[src/rtl/alu_arb_pkg.sv]
// rtl/alu_arb_pkg.sv - shared state type and opcode width for the ALU arbiter
package alu_arb_pkg;

  localparam int ALU_SEL_W = 3;

  typedef enum logic [1:0] {
    IDLE,
    EXEC,
    RESP
  } alu_arb_state_t;

endpackage

[src/rtl/alu_arbiter_rr_pick.sv]
// rtl/alu_arbiter_rr_pick.sv - one-hot winner picker (rr_pick)
// ALU_ARB_RR_EN selects round-robin from last_i+1; otherwise lowest index wins.
module rr_pick #(
  parameter int NREQ = 2,
  parameter int IW   = $clog2(NREQ)
) (
`ifdef ALU_ARB_RR_EN
  input  logic [IW-1:0]   last_i,
`endif
  input  logic [NREQ-1:0] req_i,
  output logic [NREQ-1:0] gnt_o,
  output logic [IW-1:0]   idx_o
);

  logic          found;
  logic [IW-1:0] pos;

  always_comb begin
    gnt_o = '0;
    idx_o = '0;
    found = 1'b0;
    pos   = '0;
`ifdef ALU_ARB_RR_EN
    // Scan last_i+1 .. last_i+NREQ so the previous winner is considered last.
    for (int i = 1; i <= NREQ; i++) begin
      pos = IW'((int'(last_i) + i) % NREQ);
      if (!found && req_i[pos]) begin
        found      = 1'b1;
        gnt_o[pos] = 1'b1;
        idx_o      = pos;
      end
    end
`else
    for (int i = 0; i < NREQ; i++) begin
      pos = IW'(i);
      if (!found && req_i[pos]) begin
        found      = 1'b1;
        gnt_o[pos] = 1'b1;
        idx_o      = pos;
      end
    end
`endif
  end

endmodule

[src/rtl/alu_arbiter.sv]
// rtl/alu_arbiter.sv - shares one combinational alu between NREQ requesters
// ALU_ARB_RR_EN enables round-robin arbitration; default is fixed priority.
module alu_arbiter
  import alu_arb_pkg::*;
#(
  parameter int N    = 4,
  parameter int NREQ = 2,
  parameter int IW   = $clog2(NREQ)
) (
  input  logic                      clk,
  input  logic                      rst_n,
  input  logic [NREQ-1:0]           req_valid,
  output logic [NREQ-1:0]           req_ready,
  input  logic [NREQ*N-1:0]         req_a,
  input  logic [NREQ*N-1:0]         req_b,
  input  logic [NREQ*ALU_SEL_W-1:0] req_sel,
  output logic [N-1:0]              alu_a,
  output logic [N-1:0]              alu_b,
  output logic [ALU_SEL_W-1:0]      alu_sel,
  input  logic [N-1:0]              alu_s,
  input  logic                      alu_co,
  output logic                      rsp_valid,
  input  logic                      rsp_ready,
  output logic [N-1:0]              rsp_s,
  output logic                      rsp_co,
  output logic [IW-1:0]             rsp_id
);

  alu_arb_state_t         state_q, state_d;
  logic [N-1:0]           a_q, a_d, b_q, b_d, s_q, s_d;
  logic [ALU_SEL_W-1:0]   sel_q, sel_d;
  logic [IW-1:0]          id_q, id_d;
  logic                   co_q, co_d, valid_q, valid_d;
  logic [NREQ-1:0]        gnt;
  logic [IW-1:0]          gnt_idx;
`ifdef ALU_ARB_RR_EN
  logic [IW-1:0]          last_q, last_d;
`endif

  rr_pick #(.NREQ(NREQ), .IW(IW)) u_pick (
`ifdef ALU_ARB_RR_EN
    .last_i (last_q),
`endif
    .req_i  (req_valid),
    .gnt_o  (gnt),
    .idx_o  (gnt_idx)
  );

  always_comb begin
    state_d   = state_q;
    a_d       = a_q;
    b_d       = b_q;
    sel_d     = sel_q;
    id_d      = id_q;
    s_d       = s_q;
    co_d      = co_q;
    valid_d   = valid_q;
    req_ready = '0;
`ifdef ALU_ARB_RR_EN
    last_d    = last_q;
`endif
    case (state_q)
      IDLE: begin
        req_ready = gnt;
        // gnt is only ever set on a valid bit, so any grant is a transfer.
        if (|gnt) begin
          a_d     = req_a[gnt_idx*N +: N];
          b_d     = req_b[gnt_idx*N +: N];
          sel_d   = req_sel[gnt_idx*ALU_SEL_W +: ALU_SEL_W];
          id_d    = gnt_idx;
          state_d = EXEC;
`ifdef ALU_ARB_RR_EN
          last_d  = gnt_idx;
`endif
        end
      end
      EXEC: begin
        s_d     = alu_s;
        co_d    = alu_co;
        valid_d = 1'b1;
        state_d = RESP;
      end
      RESP: begin
        if (rsp_ready) begin
          valid_d = 1'b0;
          state_d = IDLE;
        end
      end
      default: state_d = IDLE;
    endcase
  end

  always_ff @(posedge clk or negedge rst_n) begin
    if (!rst_n) begin
      state_q <= IDLE;
      a_q     <= '0;
      b_q     <= '0;
      sel_q   <= '0;
      id_q    <= '0;
      s_q     <= '0;
      co_q    <= 1'b0;
      valid_q <= 1'b0;
`ifdef ALU_ARB_RR_EN
      last_q  <= IW'(NREQ - 1);
`endif
    end else begin
      state_q <= state_d;
      a_q     <= a_d;
      b_q     <= b_d;
      sel_q   <= sel_d;
      id_q    <= id_d;
      s_q     <= s_d;
      co_q    <= co_d;
      valid_q <= valid_d;
`ifdef ALU_ARB_RR_EN
      last_q  <= last_d;
`endif
    end
  end

  assign alu_a     = a_q;
  assign alu_b     = b_q;
  assign alu_sel   = sel_q;
  assign rsp_valid = valid_q;
  assign rsp_s     = s_q;
  assign rsp_co    = co_q;
  assign rsp_id    = id_q;

endmodule

[config.mk]
export PLATFORM = sky130hd
export DESIGN_NAME = alu_arbiter
export DESIGN_NICKNAME = d
export VERILOG_FILES = /design/src/rtl/alu_arb_pkg.sv /design/src/rtl/alu_arbiter_rr_pick.sv /design/src/rtl/alu_arbiter.sv
export SDC_FILE = /design/constraint.sdc
export NUM_CORES = 1
export LEC_CHECK = 0
export BUFFER_PORTS_ARGS = -buffer_cell sky130_fd_sc_hd__buf_4
export CAP_MARGIN = 0
export CORE_ASPECT_RATIO = 1.25
export CORE_MARGIN = 5
export CORE_UTILIZATION = 43
export CTS_CLUSTER_SIZE = 16
export DETAILED_ROUTE_END_ITERATION = 16
export PLACE_DENSITY = 0.82
export REMOVE_ABC_BUFFERS = 1
export SLEW_MARGIN = 20
export SYNTH_ARGS = -nofsm -noshare
export SYNTH_HDL_FRONTEND = slang
export SYNTH_SLANG_ARGS = --single-unit
[constraint.sdc]
create_clock -name clk -period 1.62 [get_ports clk]
set_input_delay 0.243 -clock clk [delete_from_list [all_inputs] [get_ports clk]]
set_output_delay 0.243 -clock clk [all_outputs]
set_load 0.1 [all_outputs]
==> flow_metrics.py <==
metrics = {
    "status": {
        "status": "complete, no violations",
    },
    "sta": {
        "rsz0062_at_grt": "false",
        "tightest_slew_ns": 0.362,
        "maxSlewViolCount": 0,
        "fmax_ghz": 0.647,
        "timing.final.ws_setup_ns": 0.0752,
        "slew_headroom_pct": 75.9,
        "holdWs_ns": 0.162,
        "period_minus_slack_ns": 1.54,
        "finClkSkew_ns": 0.00840,
        "setup_violations": 0,
        "finalHoldViolCount": 0,
        "fin_crit_sh_pct": 95.4,
    },
    "die": {
        "rows": 19,
        "core_area_um2": 2190,
        "io_pins": 52,
        "dieArea_um2": 3330,
        "die_x_um": 52.6,
        "initial_core_util_pct": 44.7,
        "die_y_um": 63.3,
    },
    "final_layout": {
        "drive_gt1_share_pct": 73.7,
        "num_antenna_cells": 0,
        "layout_common_cells": "buf_4 (51), dfrtp_1 (20), mux2_4 (18)",
        "n_fill_cell": 171,
        "final_common_cell": "buf_4",
        "instances_no_fill": 149,
        "syn_to_final_growth_pct": 49.7,
        "nets": 151,
    },
    "hold_path": {
        "hp-start": "alu_s[0]",
        "hold_path_class": "in2reg",
    },
    "synth": {
        "ys_types": 16,
        "yosysWarningCount": 0,
        "synth-seq-cells": 20,
        "synth_cells": 64,
        "synth.avg_cell_area_um2": 15.3,
        "yosysSeqAreaShare_pct": 51.2,
        "syn_area_um2": 977,
    },
    "critical_path": {
        "crit_start": "state_q[1]$_DFFE_PN0P_",
        "worstPathArrival_ns": 1.30,
        "crit_chain": "nor3_1 > buf_4",
        "crit_type": "reg2out",
        "crit_path_max_fanout": 5,
        "critPathMaxStageDelay_ns": 0.45,
        "rrSetupSlack_ns": 0.14,
        "required_ns": 1.38,
        "cp-start-kind": "register",
        "cp-end-kind": "output port",
        "rr_startpoint": "state_q[1]$_DFFE_PN0P_",
        "slowest_stage": "dfrtp_1",
    },
    "clock_network": {
        "clk_pin_slew_ns": 0.12,
        "cts_buffer_depth": 2,
        "clkSinkCount": 20,
        "cts_setup_buffers": 0,
        "cts_root_buf": "clkbuf_4",
        "htree_levels": 1,
        "cts_buffers": 3,
        "insertion_delay_ns": 0.30,
        "cts_tree": "done",
    },
    "placement": {
        "globalplace.congestion": 0.688,
        "dp_cells": 144,
        "pre_cts_slack_ns": 0.129,
        "port_buffers": 51,
        "dp_hpwl_um": 1810,
    },
    "run": {
        "maxCapViolCount": 0,
    },
    "global_route": {
        "grt_start_max_net_pins": 21,
        "antenna_found_initial": 0,
        "first_global_vias": 765,
        "track_usage_pct": 14.4,
        "grt.overflow.total": 0,
        "grt_pass1_wl_um": 3500,
    },
    "drt": {
        "finalWirelength_um": 2320,
        "ant_nets": 0,
        "dr_total_vias": 734,
        "firstDrtPassIters": 5,
        "drc": 0,
        "via_per_inst": 4.93,
        "wl_per_cell_um": 15.6,
        "drtIter0Drc": 5,
    },
}
==> cell families after synthesis <==
kind of cell | synth area share [%]
multiplexers | 38.0
flip-flops | 51.2
AND/OR/NAND/NOR | 4.74
AO/OA/AOI/OAI | 3.20
buffers and inverters | 2.82
==> cell type report <==
class                           count  area [um^2]  area share [%]
Timing Repair Buffer               53          413            28.2
Multi-Input combinational cell     40          454            31.1
Tap cell                           31         38.8            2.65
Inverter                            1         3.75           0.257
Sequential cell                    20          500            34.2
Clock buffer                        3         22.5            1.54
Clock inverter                      1         30.0            2.05
==> cells in the mapped netlist <==
cell type | number | share of area [%]
o21a_2 | 1 | 0.90
dfrtp_1 | 20 | 51
a21oi_1 | 2 | 1.0
buf_2 | 1 | 0.51
nor2_1 | 4 | 1.5
mux2_2 | 9 | 10
mux2_4 | 18 | 28
nor3_1 | 1 | 0.51
inv_1 | 1 | 0.38
nor2b_1 | 1 | 0.64
nand2b_4 | 1 | 1.4
o21ai_0 | 1 | 0.51
buf_4 | 1 | 0.77
a21o_1 | 1 | 0.77
and2_1 | 1 | 0.64
buf_6 | 1 | 1.2
==> layer usage <==
metal / part of all wire [%] / global-route usage [%] / vias to the layer above
met4: 1.6 / 7.67 / 0
met2: 55 / 25.8 / 36
met3: 7.6 / 1.65 / 4
met5: 0 / 0 / -
li1: - / - / 332
met1: 35 / 15.7 / 362
==> worst paths after layout <==
path	to	depth (start not counted)
worst min register to register	rsp_s[3]$_DFFE_PN0P_	1
worst max register to register	alu_sel[2]$_DFFE_PN0P_	3
max in group asynchronous	alu_a[3]$_DFFE_PN0P_	2
worst max-delay path	req_ready[1]	2
worst min-delay path	rsp_s[0]$_DFFE_PN0P_	2
min in group asynchronous	rsp_co$_DFFE_PN0P_	2
==> what timing repair did <==
item	CTS	global route
setup endpoints to repair	1	1
gates resized for setup	2	3
pin swaps	0	0
hold buffers	1	0
endpoints found under the hold margin	20	0
==> per-stage QoR <==
stage	util [%]	setup TNS [ns]	cell area [um^2]
floorplan	-	-1.13	953
global placement	63.2	0	1380
detailed placement	63.2	0	1380
CTS	66.4	0	1450
global route	66.9	0	1460
finish	66.9	0	1460
==> critical path, delay by kind of cell, from the launching register on <==
family / cells / cell delay (ns)
buffers and inverters: 1 / 0.33
AND/OR/NAND/NOR: 1 / 0.23
flip-flops: 1 / 0.45
==> state kept, by name, indices dropped and copies added, names as in the netlist <==
register   cells
alu_sel        3
rsp_id         1
state_q        2
rsp_co         1
rsp_s          4
alu_a          4
alu_b          4
rsp_valid      1
Power is not shown: default switching activity piles up to over one toggle a cycle in this logic, so the estimate is an artifact.
